--- config.mk ---
export PLATFORM = sky130hd
export DESIGN_NAME = serv_bufreg3
export DESIGN_NICKNAME = d
export VERILOG_FILES = /design/src/rtl/serv_pkg.sv /design/src/rtl/serv_shcnt.sv /design/src/rtl/serv_bufreg3.sv
export SDC_FILE = /design/constraint.sdc
export NUM_CORES = 1
export LEC_CHECK = 0
export ABC_AREA = 0
export CAP_MARGIN = 20
export CORE_AREA = 5 5 60 101
export DETAILED_ROUTE_END_ITERATION = 6
export DIE_AREA = 0 0 65 106
export PLACE_DENSITY = 0.88
export SYNTH_ARGS = -nofsm -noshare
export SYNTH_HDL_FRONTEND = slang
export SYNTH_SLANG_ARGS = --single-unit
export TNS_END_PERCENT = 5
--- constraint.sdc ---
create_clock -name i_clk -period 2.1 [get_ports i_clk]
set_input_delay 0.21 -clock i_clk [delete_from_list [all_inputs] [get_ports i_clk]]
set_output_delay 0.21 -clock i_clk [all_outputs]
set_load 0.05 [all_outputs]
--- src/rtl/serv_pkg.sv ---
// Shared definitions for the serial buffer register: shift-counter FSM states
// and parameter legality checks used at elaboration.
package serv_pkg;

   typedef enum logic [2:0] {
      IDLE,
      FILL,
      REM,
      COUNT,
      DONE
   } sh_state_e;

   function automatic bit legal_w(input int unsigned w);
      return (w == 1) || (w == 2) || (w == 4) || (w == 8);
   endfunction

   function automatic bit legal_xlen(input int unsigned xlen);
      return (xlen == 32) || (xlen == 64);
   endfunction

endpackage

--- src/rtl/serv_shcnt.sv ---
// Shift-amount counter: captures shamt at the end of operand fill, optionally
// spends one cycle exposing the sub-W remainder, then counts down by W.
module serv_shcnt
   import serv_pkg::*;
#(
   parameter  int W    = 1,
   parameter  int XLEN = 32,
   localparam int SHW  = $clog2(XLEN),
   localparam int LB   = $clog2(W),
   localparam int RW   = (LB > 0) ? LB : 1
) (
   input  logic           i_clk,
   input  logic           i_rst,
   input  logic           i_en,
   input  logic           i_init,
   input  logic           i_cnt_done,
   input  logic           i_shift_op,
   input  logic           i_right_shift_op,
   input  logic [SHW-1:0] i_shamt,
   output logic           o_fill,
   output logic           o_sh_done,
   output logic           o_sh_done_r,
   output logic [RW-1:0]  o_shift_rem,
   output logic           o_busy
);

   sh_state_e      state_q, state_d;
   logic [SHW:0]   cnt_q, cnt_d;
   logic [RW-1:0]  rem_q, rem_d;
   logic [SHW:0]   cnt_dec;
   logic [SHW-1:0] shamt_rem;

   assign cnt_dec   = cnt_q - (SHW+1)'(W);
   assign shamt_rem = i_shamt & SHW'(W - 1);

   always_comb begin
      state_d = state_q;
      cnt_d   = cnt_q;
      rem_d   = rem_q;
      if (!i_shift_op) begin
         state_d = IDLE;
         cnt_d   = '0;
         rem_d   = '0;
      end else begin
         unique case (state_q)
            IDLE:  if (i_init && i_en) state_d = FILL;
            FILL: begin
               if (i_cnt_done) begin
                  cnt_d   = {1'b0, i_shamt};
                  rem_d   = shamt_rem[RW-1:0];
                  state_d = (i_right_shift_op && (shamt_rem != '0)) ? REM : COUNT;
               end
            end
            REM:   state_d = COUNT;
            COUNT: begin
               cnt_d = cnt_dec;
               if (cnt_dec[SHW]) state_d = DONE;
            end
            DONE:  state_d = DONE;
            default: state_d = IDLE;
         endcase
      end
   end

   always_ff @(posedge i_clk or posedge i_rst) begin
      if (i_rst) begin
         state_q <= IDLE;
         cnt_q   <= '0;
         rem_q   <= '0;
      end else begin
         state_q <= state_d;
         cnt_q   <= cnt_d;
         rem_q   <= rem_d;
      end
   end

   // The remainder register is only loaded at fill exit and cleared on return
   // to IDLE, so it already reads zero outside the hold window.
   assign o_shift_rem = rem_q;
   assign o_fill      = (state_q == FILL);
   assign o_sh_done   = (state_q == COUNT) && cnt_dec[SHW];
   assign o_sh_done_r = cnt_q[SHW];
   assign o_busy      = (state_q == COUNT) || (state_q == DONE);

endmodule

--- src/rtl/serv_bufreg3.sv ---
// Serial data buffer: shifts operand bits in W at a time, exposes byte-lane
// aligned data, and drives the shift-amount counter from its own low bits.
module serv_bufreg3
   import serv_pkg::*;
#(
   parameter  int W    = 1,
   parameter  int XLEN = 32,
   localparam int SHW  = $clog2(XLEN),
   localparam int LB   = $clog2(W),
   localparam int BW   = $clog2(XLEN/8),
   localparam int RW   = (LB > 0) ? LB : 1
) (
   input  logic            i_clk,
   input  logic            i_rst,
   input  logic            i_en,
   input  logic            i_init,
   input  logic            i_cnt_done,
   input  logic            i_byte_valid,
   input  logic            i_op_b_sel,
   input  logic            i_shift_op,
   input  logic            i_right_shift_op,
   input  logic            i_load,
   input  logic [BW-1:0]   i_lsb,
   input  logic [W-1:0]    i_rs2,
   input  logic [W-1:0]    i_imm,
   output logic [W-1:0]    o_op_b,
   output logic [W-1:0]    o_q,
   output logic            o_sh_done,
   output logic            o_sh_done_r,
   output logic [RW-1:0]   o_shift_rem,
   output logic            o_busy,
   output logic [XLEN-1:0] o_dat,
   input  logic [XLEN-1:0] i_dat
);

   if (!legal_w(W) || !legal_xlen(XLEN)) begin : g_bad_param
      $error("serv_bufreg3: unsupported W/XLEN combination");
   end

   logic [XLEN-1:0] dat_q, dat_d;
   logic            fill;
   logic            shift_en;

   assign o_op_b   = i_op_b_sel ? i_rs2 : i_imm;
   assign shift_en = ((i_en && i_byte_valid) || fill) && !i_load;

   always_comb begin
      dat_d = dat_q;
      if (i_load)
         dat_d = i_dat;
      else if (shift_en)
         dat_d = {o_op_b, dat_q[XLEN-1:W]};
   end

   always_ff @(posedge i_clk or posedge i_rst) begin
      if (i_rst)
         dat_q <= '0;
      else
         dat_q <= dat_d;
   end

   assign o_q   = dat_q[{i_lsb, 3'b000} +: W];
   assign o_dat = dat_q;

   // shamt is taken from the value being written this cycle so the counter
   // sees the fully filled operand on the last fill beat.
   serv_shcnt #(
      .W    (W),
      .XLEN (XLEN)
   ) u_shcnt (
      .i_clk            (i_clk),
      .i_rst            (i_rst),
      .i_en             (i_en),
      .i_init           (i_init),
      .i_cnt_done       (i_cnt_done),
      .i_shift_op       (i_shift_op),
      .i_right_shift_op (i_right_shift_op),
      .i_shamt          (dat_d[SHW-1:0]),
      .o_fill           (fill),
      .o_sh_done        (o_sh_done),
      .o_sh_done_r      (o_sh_done_r),
      .o_shift_rem      (o_shift_rem),
      .o_busy           (o_busy)
   );

endmodule

; Word-level counts from Yosys, hierarchy flattened
; Cells that the tools add are included.
[word_totals]
word_cells = 43
mem_bits_ro = 0
mem_count = 0
out_inout_bits = 38
input_bits = 46
register_bits = 42
mem_bits_rw = 0
latch_bits = 0
[op_classes]
n_bitwise = 0
n_reduce_logical = 12
eq_ne = 10
div = 0
n_mul = 0
muxes = 14
shifts = 1
addsub = 1
magnitude_cmp = 0
[ops]
columns = op, n
row1 = 32-bit two-way mux, 2
row2 = 32-bit by 6-bit variable part select with 1-bit output, 1
row3 = 3-bit case mux with 5 select lines, 1
row4 = 3-bit two-way mux, 4
row5 = 6-bit two-way mux, 2
row6 = 6-bit case mux with 2 select lines, 1
row7 = 3-bit by 2-bit equality test with 1-bit output (second input constant), 2
row8 = 3-bit by 2-bit inequality test with 1-bit output (second input constant), 2
row9 = 6-bit by 1-bit subtractor with 6-bit output (second input constant), 1
row10 = 1-bit logical AND, 4
row11 = 1-bit two-way mux, 4
row12 = 2-bit AND reduction, 2
row13 = 3-bit by 1-bit equality test with 1-bit output (second input constant), 1
row14 = 3-bit equality test (second input constant), 1
row15 = 3-bit logical NOT, 1
row16 = 3-bit by 1-bit inequality test with 1-bit output (second input constant), 1
row17 = 3-bit inequality test (second input constant), 1
row18 = 3-bit AND reduction, 1
row19 = 1-bit logical OR, 2
row20 = 2-bit by 1-bit inequality test with 1-bit output (second input constant), 1
row21 = 2-bit inequality test (second input constant), 1
row22 = 2-bit nonzero test, 1
row23 = 1-bit logical NOT, 1

; Longest topological paths before layout
; Gate-level depths: netlist of the first run.
[logic_depth]
ltp_word = 8
depth_mapped = 7
mapped_depth_nobuf = 6

; By module
; Synthesis of the first run repeated with hierarchy kept, for this count alone.
[hier_totals]
cells_unflattened = 177
area_unflattened_um2 = 2020.7
[modules_own_cells]
columns = mod, area_per_inst_um2, seq_area_each_um2, cells_each, instances
row1 = serv_bufreg3, 1462.7, 800.8, 112, 1
row2 = serv_shcnt, 558.0, 225.2, 65, 1

; Least setup slack after synthesis of the first run
; Ideal clock, no wire load.
[synth_timing]
path_type = flip-flop to output port
from = register u_shcnt.cnt_q[2]
to = output o_sh_done
stages_incl_launch_ff = 4
slack_ns = -0.189
t_arrival_ns = 2.079
required_ns = 1.890
path_buffers = 0
path_cell_list = dfrtp_1 -> or3_4 -> or4_1 -> a21oi_1
[synth_between]
elab_chain_cells = 2
[synth_lines]
columns = element, line_no
row1 = from (decl), serv_shcnt.sv:28  ; logic [SHW:0] cnt_q, cnt_d;
row2 = from (signal assigned), serv_shcnt.sv:72  ; cnt_q <= cnt_d;
row3 = 6-bit by 1-bit subtractor with 6-bit output, serv_shcnt.sv:33  ; assign cnt_dec = cnt_q - (SHW+1)'(W);
row4 = 1-bit logical AND, serv_shcnt.sv:81  ; assign o_sh_done = (state_q == COUNT) && cnt_dec[SHW];
row5 = to (decl), serv_bufreg3.sv:28  ; output logic o_sh_done,
; Every way passes these cells.

; Worst setup path after layout of the first run
[layout_timing]
from = register u_shcnt.cnt_q[0]
to = output o_sh_done
; Same word-level chain as after synthesis.

==> results.json, run 1 <==
{
  "ant_nets": 0,
  "critPathBufInv": 1,
  "drv_cap": 0,
  "seq_area_frac_synth": 0.474,
  "grt_pass1_vias": 1989,
  "final_common_cell": "clkdlybuf4s50_1",
  "rrSetupSlack_ps": 300,
  "grt_start_max_net_pins": 55,
  "overflow": 0,
  "clockBufferDepth": 2,
  "grt_setup_unrepaired": "yes",
  "yosys_warnings": 0,
  "path_class": "reg2out",
  "die_y_um": 106,
  "finalCriticalPeriod_ps": 2090,
  "fp.dieArea_um2": 6890,
  "viasPerCell": 5.42,
  "postLayoutCellArea_um2": 3140,
  "placed_area_um2": 3000,
  "finalMaxSlewViolations": 0,
  "fp.dieW_um": 65,
  "num_rows": 35,
  "final_nets": 347,
  "outcome": "completed",
  "n_antenna_cell": 0,
  "hp-class": "in2reg",
  "cts_sinks": 41,
  "vias": 1928,
  "fillCellCount": 455,
  "drc_errors": 0,
  "start_util": 0.416,
  "drive_gt1_frac": 0.0930,
  "clk_latency_ps": 290,
  "final_hold_viol_count": 0,
  "cts_made_buffers": 5,
  "worstPathRequired_ps": 1890,
  "ctsHoldBuffers": 0,
  "multi_input_area_um2": 1020,
  "crit_path_max_fanout": 5,
  "root_buffer": "clkbuf_8",
  "syn-cell-area_um2": 2170,
  "antenna_found_initial": 0,
  "skew_ps": 6.43,
  "synth_area_per_cell_um2": 9.93,
  "ir_worst_vdd_uv": 519,
  "slew_headroom": 0.639,
  "grt_usage": 0.172,
  "setup_viol": 0,
  "grt_pass1_wl_um": 9290,
  "ys_seq_elements": 41,
  "drt_iter0_drc": 81,
  "gp_congestion": 0.890,
  "io_buffer_count": 81,
  "tightest_slew_ps": 539,
  "synth-edff-count": 0,
  "synthFlopType": "dfrtp_1",
  "endpoint_kind": "output pin",
  "tns_ps": 0,
  "dr.pass1.iters": 4,
  "netlist_instances": 218,
  "syn_nets": 265,
  "post-route-period-util": 0.997,
  "critical-path-max-stage-delay_ps": 470,
  "crit_chain": "or3_4, or4_4, a21oi_4, buf_12",
  "hpwl_um": 4250,
  "final_cell_mix": "clkdlybuf4s50_1 (76), dfrtp_1 (41), nand2_1 (33)",
  "cts_tree": "done",
  "clk_pin_slew_worst_paths_ps": 80,
  "ys_async_sr_fraction": 1.00,
  "power.density_nw_per_um2": 956,
  "critPathSlowestCell": "or4_4",
  "routedWlPerCell_um": 15.9,
  "p_leak_uw": 0.00135,
  "area_growth_pct": 45.1,
  "h-tree-depth": 2,
  "crit_family": "simple AND/OR/NAND/NOR gates",
  "wirelength_um": 5680,
  "p_total_uw": 3010,
  "coreArea_um2": 5210,
  "regArea_um2": 1030,
  "cp.arrival_ps": 1880,
  "ios": 84,
  "fmax_mhz": 478,
  "synth.distinct_cells": 44,
  "start_kind": "register"
}
-- routing by layer --
metal | vias up | routed length [µm] | global-route usage | share of wire
li1 | 931 | - | - | -
met4 | 0 | 163 | 0.0726 | 0.029
met2 | 63 | 3120 | 0.318 | 0.55
met3 | 12 | 312 | 0.0338 | 0.055
met5 | - | 0 | 0 | 0
met1 | 922 | 2080 | 0.183 | 0.37
-- logic make-up after synthesis --
group,after synthesis,synth area share
AND/OR/NAND/NOR,66,0.151
AO/OA/AOI/OAI,58,0.168
flip-flops,41,0.474
multiplexers,29,0.140
buffers and inverters,22,0.0601
adder cells (fa/ha/maj),1,0.00578
other,1,0.00173
-- power breakdown --
| part | total [µW] | internal [µW] | switching [µW] |
|---|---|---|---|
| logic | 1290 | 523 | 771 |
| clock network | 659 | 387 | 272 |
| registers | 1050 | 921 | 133 |
| total | 3010 | 1830 | 1180 |
-- tightest hold or removal path: stages --
cell	delay (ps)
buf_2	140
nand2_1	60
o41ai_1	50
a31oi_1	60
inv_1	50
-- worst paths after layout --
| kind | startpoint | to | cells after the start |
|---|---|---|---|
| setup / recovery | u_shcnt.cnt_q[0]$_DFFE_PP0P_ | o_sh_done | 4 |
| hold reg to reg | o_dat[27]$_DFFE_PP0P_ | o_dat[27]$_DFFE_PP0P_ | 2 |
| min in group asynchronous | i_rst | o_dat[9]$_DFFE_PP0P_ | 3 |
| max in group asynchronous | i_rst | o_dat[28]$_DFFE_PP0P_ | 3 |
| hold / removal | i_load | o_dat[0]$_DFF_PP0_ | 5 |
| setup reg to reg | u_shcnt.state_q[1]$_DFFE_PP0P_ | o_dat[17]$_DFFE_PP0P_ | 5 |
-- cell usage after synthesis, drive strengths merged, types with 3 or more instances --
cell type	number	share of area
o211ai	3	0.010
nor2	9	0.016
a31o	4	0.016
dfrtp	41	0.47
nor3b	3	0.010
clkbuf	7	0.012
o21ai	35	0.081
buf	5	0.031
inv	10	0.017
a21boi	3	0.010
nand3	4	0.0092
mux2i	27	0.12
a21oi	3	0.0069
nand2	34	0.062
-- registers in the layout (all words and copies together), names as in the netlist --
signal           count
u_shcnt.state_q      3
o_dat               32
u_shcnt.cnt_q        6
-- stage by stage --
stage | cells | setup slack [ps] | utilization | hold slack, ps
after global placement | 347 | 214 | 0.576 | 559
after global routing | 356 | -54.3 | 0.603 | 379
final | 356 | 6.18 | 0.603 | 321
after floorplan | 218 | 103 | - | 337
after CTS | 356 | 4.63 | 0.603 | 315
after detailed placement | 347 | 202 | 0.576 | 569
-- final cells by class --
type | count | share of cell area
clock inverters | 2 | 0.0119
flip-flops and latches | 41 | 0.326
well taps | 55 | 0.0219
clock buffers | 6 | 0.0263
repair buffers | 87 | 0.275
inverters | 10 | 0.0119
multi-input cells | 155 | 0.326
-- timing repair --
action | in CTS | in global routing
cloned | 0 | 0
pin swaps | 1 | 0
resized for setup | 2 | 0
setup buffers | 1 | 0
setup endpoints to repair | 1 | 1
No activity file was read; power rests on OpenSTA's default activity.
==> inputs of run 2 (changes only) <==
--- a/config.mk
+++ b/config.mk
@@ -9,6 +9,6 @@
 export CAP_MARGIN = 20
-export CORE_AREA = 5 5 60 101
+export CORE_AREA = 5 5 80 137
 export DETAILED_ROUTE_END_ITERATION = 6
-export DIE_AREA = 0 0 65 106
-export PLACE_DENSITY = 0.88
+export DIE_AREA = 0 0 85 142
+export PLACE_DENSITY = 0.57
 export SYNTH_ARGS = -nofsm -noshare
==> constraint.sdc (replaced) <==
create_clock -name i_clk -period 2.1 [get_ports i_clk]
set_input_delay 0.42 -clock i_clk [delete_from_list [all_inputs] [get_ports i_clk]]
set_output_delay 0.42 -clock i_clk [all_outputs]
set_load 0.05 [all_outputs]
==> run 2 against run 1 <==
Effect of this change:
- maximum frequency is 5.0% lower
- first-iteration DRC count is 27% lower
- global-route usage is 6.4 points lower
- cell count is 22% higher
- clock-buffer cell count is 1 lower
- setup slack worse by 110 ps
- the run now ends with setup timing left
- clock power is 48% higher
- combinational power is 7% higher
==> results.json, run 2 (synthesized netlist as in run 1, its figures left out) <==
{
  "largest_reg_flops": 32,
  "final_nets": 356,
  "tns_ps": -105,
  "fmax_mhz": 454,
  "pwr-share-comb": 0.406,
  "n_antenna_cell": 0,
  "worstPathRequired_ps": 1680,
  "post-route-period-util": 1.05,
  "ir_worst_vdd_uv": 449,
  "fillCellCount": 1022,
  "p_leak_uw": 0.00144,
  "endpoint_kind": "output pin",
  "internal_power_uw": 2180,
  "gp_congestion": 0.927,
  "setup_slack_ps": -105,
  "switching_share": 0.359,
  "crit_path_max_fanout": 2,
  "start_kind": "register",
  "drive_gt1_frac": 0.126,
  "clockBufferDepth": 2,
  "num_rows": 48,
  "start_util": 0.223,
  "die_y_um": 142,
  "area_growth_pct": 56.4,
  "fp.dieW_um": 85,
  "final_util": 0.348,
  "drt-met1-wl_um": 2450,
  "finalMaxSlewViolations": 0,
  "cts_tree": "done",
  "grt_usage": 0.108,
  "finalCriticalPeriod_ps": 2200,
  "top_layer": "met4",
  "vias": 1928,
  "wirelength_um": 6330,
  "tightest_slew_ps": 620,
  "drt_iter0_drc": 59,
  "postLayoutCellArea_um2": 3390,
  "wl_met2_um": 3390,
  "final_hold_viol_count": 0,
  "final_cell_mix": "clkdlybuf4s50_1 (74), dfrtp_1 (41), nand2_1 (33)",
  "ant_nets": 0,
  "ctsHoldBuffers": 0,
  "outcome": "finished, violations left",
  "routedWlPerCell_um": 14.5,
  "clk_latency_ps": 280,
  "hp-class": "in2async",
  "drv_cap": 0,
  "antenna_found_initial": 0,
  "grt_pass1_wl_um": 10300,
  "slew_headroom": 0.584,
  "hpwl_um": 5010,
  "ios": 84,
  "whs_ps": 451,
  "coreArea_um2": 9730,
  "skew_ps": 6.60,
  "io_buffer_count": 81,
  "h-tree-depth": 2,
  "cts_made_buffers": 5,
  "cp.arrival_ps": 1780,
  "clk_pin_slew_worst_paths_ps": 60,
  "power.switching_uw": 1220,
  "cts_sinks": 41,
  "violations": "setup timing",
  "viasPerCell": 4.43,
  "path_class": "reg2out",
  "placed_area_um2": 3190,
  "clkPwrFrac": 0.287,
  "root_buffer": "clkbuf_16",
  "overflow": 0,
  "pwr-share-seq": 0.308,
  "dr.pass1.iters": 4,
  "grt_setup_unrepaired": "yes",
  "wl_met3_um": 341,
  "drc_errors": 0,
  "setup_viol": 1,
  "power.density_nw_per_um2": 1000,
  "fp.dieArea_um2": 12100,
  "final_common_cell": "clkdlybuf4s50_1",
  "grt_start_max_net_pins": 55,
  "grt_pass1_vias": 2090
}
## run 2: changes by cell type in the layout (fill, tap and decap cells not counted), sizes merged
| cell | before | now |
|---|---|---|
| clkdlybuf4s50 | 76 | 74 |
| bufinv | 1 | 2 |
| clkinvlp | 1 | 0 |
| buf | 11 | 22 |
| inv | 10 | 9 |
| clkinv | 0 | 2 |
| clkbuf | 6 | 5 |
## run 2: final timing paths
kind | start | endpoint | slack, ps | cells past startpoint
worst min-delay path | i_rst | u_shcnt.cnt_q[4]$_DFFE_PP0P_ | 450 | 2
max in group asynchronous | i_rst | o_dat[6]$_DFFE_PP0P_ | 1150 | 3
min in group i_clk | o_dat[10]$_DFFE_PP0P_ | o_dat[10]$_DFFE_PP0P_ | 580 | 2
worst min register to register | o_dat[10]$_DFFE_PP0P_ | o_dat[10]$_DFFE_PP0P_ | 580 | 2
worst max-delay path | u_shcnt.cnt_q[2]$_DFFE_PP0P_ | o_sh_done | -100 | 4
worst max register to register | u_shcnt.cnt_q[2]$_DFFE_PP0P_ | u_shcnt.state_q[0]$_DFFE_PP0P_ | 210 | 5
## run 2: power groups by stage
stage               Clock (µW)  Combinational (µW)  Sequential (µW)
floorplan                    0                 571             1370
global placement             0                1360             1060
detailed placement           0                1370             1060
CTS                       1010                1400             1050
global route              1040                1470             1070
finish                     976                1380             1050
## run 2: critical path: stages (launching register included)
cell	delay [ps]
dfrtp_1	370
or3_4	380
or4_4	450
a21oi_4	160
buf_12	150
## run 2: metal layers
| layer | track usage | vias up |
|---|---|---|
| met3 | 0.0295 | 14 |
| li1 | - | 951 |
| met5 | 0 | - |
| met4 | 0.0450 | 0 |
| met1 | 0.117 | 902 |
| met2 | 0.193 | 61 |
## run 2: layout make-up
type,count,area (µm²),share of cell area
flip-flops and latches,41,1030,0.303
well taps,125,156,0.0462
clock buffers,5,125,0.0369
multi-input cells,155,1020,0.302
inverters,10,37.5,0.0111
clock inverters,3,65.1,0.0192
repair buffers,96,953,0.281
## run 2: repair_timing
| action | 4_1_cts | 5_1_grt |
|---|---|---|
| resized for setup | 1 | 0 |
| setup buffers | 1 | 0 |
| gates cloned | 0 | 0 |
| pin swaps | 1 | 0 |
| endpoints found under the setup margin | 1 | 1 |
## run 2: per-stage QoR
step	setup slack [ps]	total power (µW)	std cells
6_report	-105	3400	435
5_1_grt	-179	3590	435
4_1_cts	-116	3460	435
3_5_place_dp	67.8	2440	426
3_3_place_gp	78.4	2430	426
2_1_floorplan	1.50	1940	218
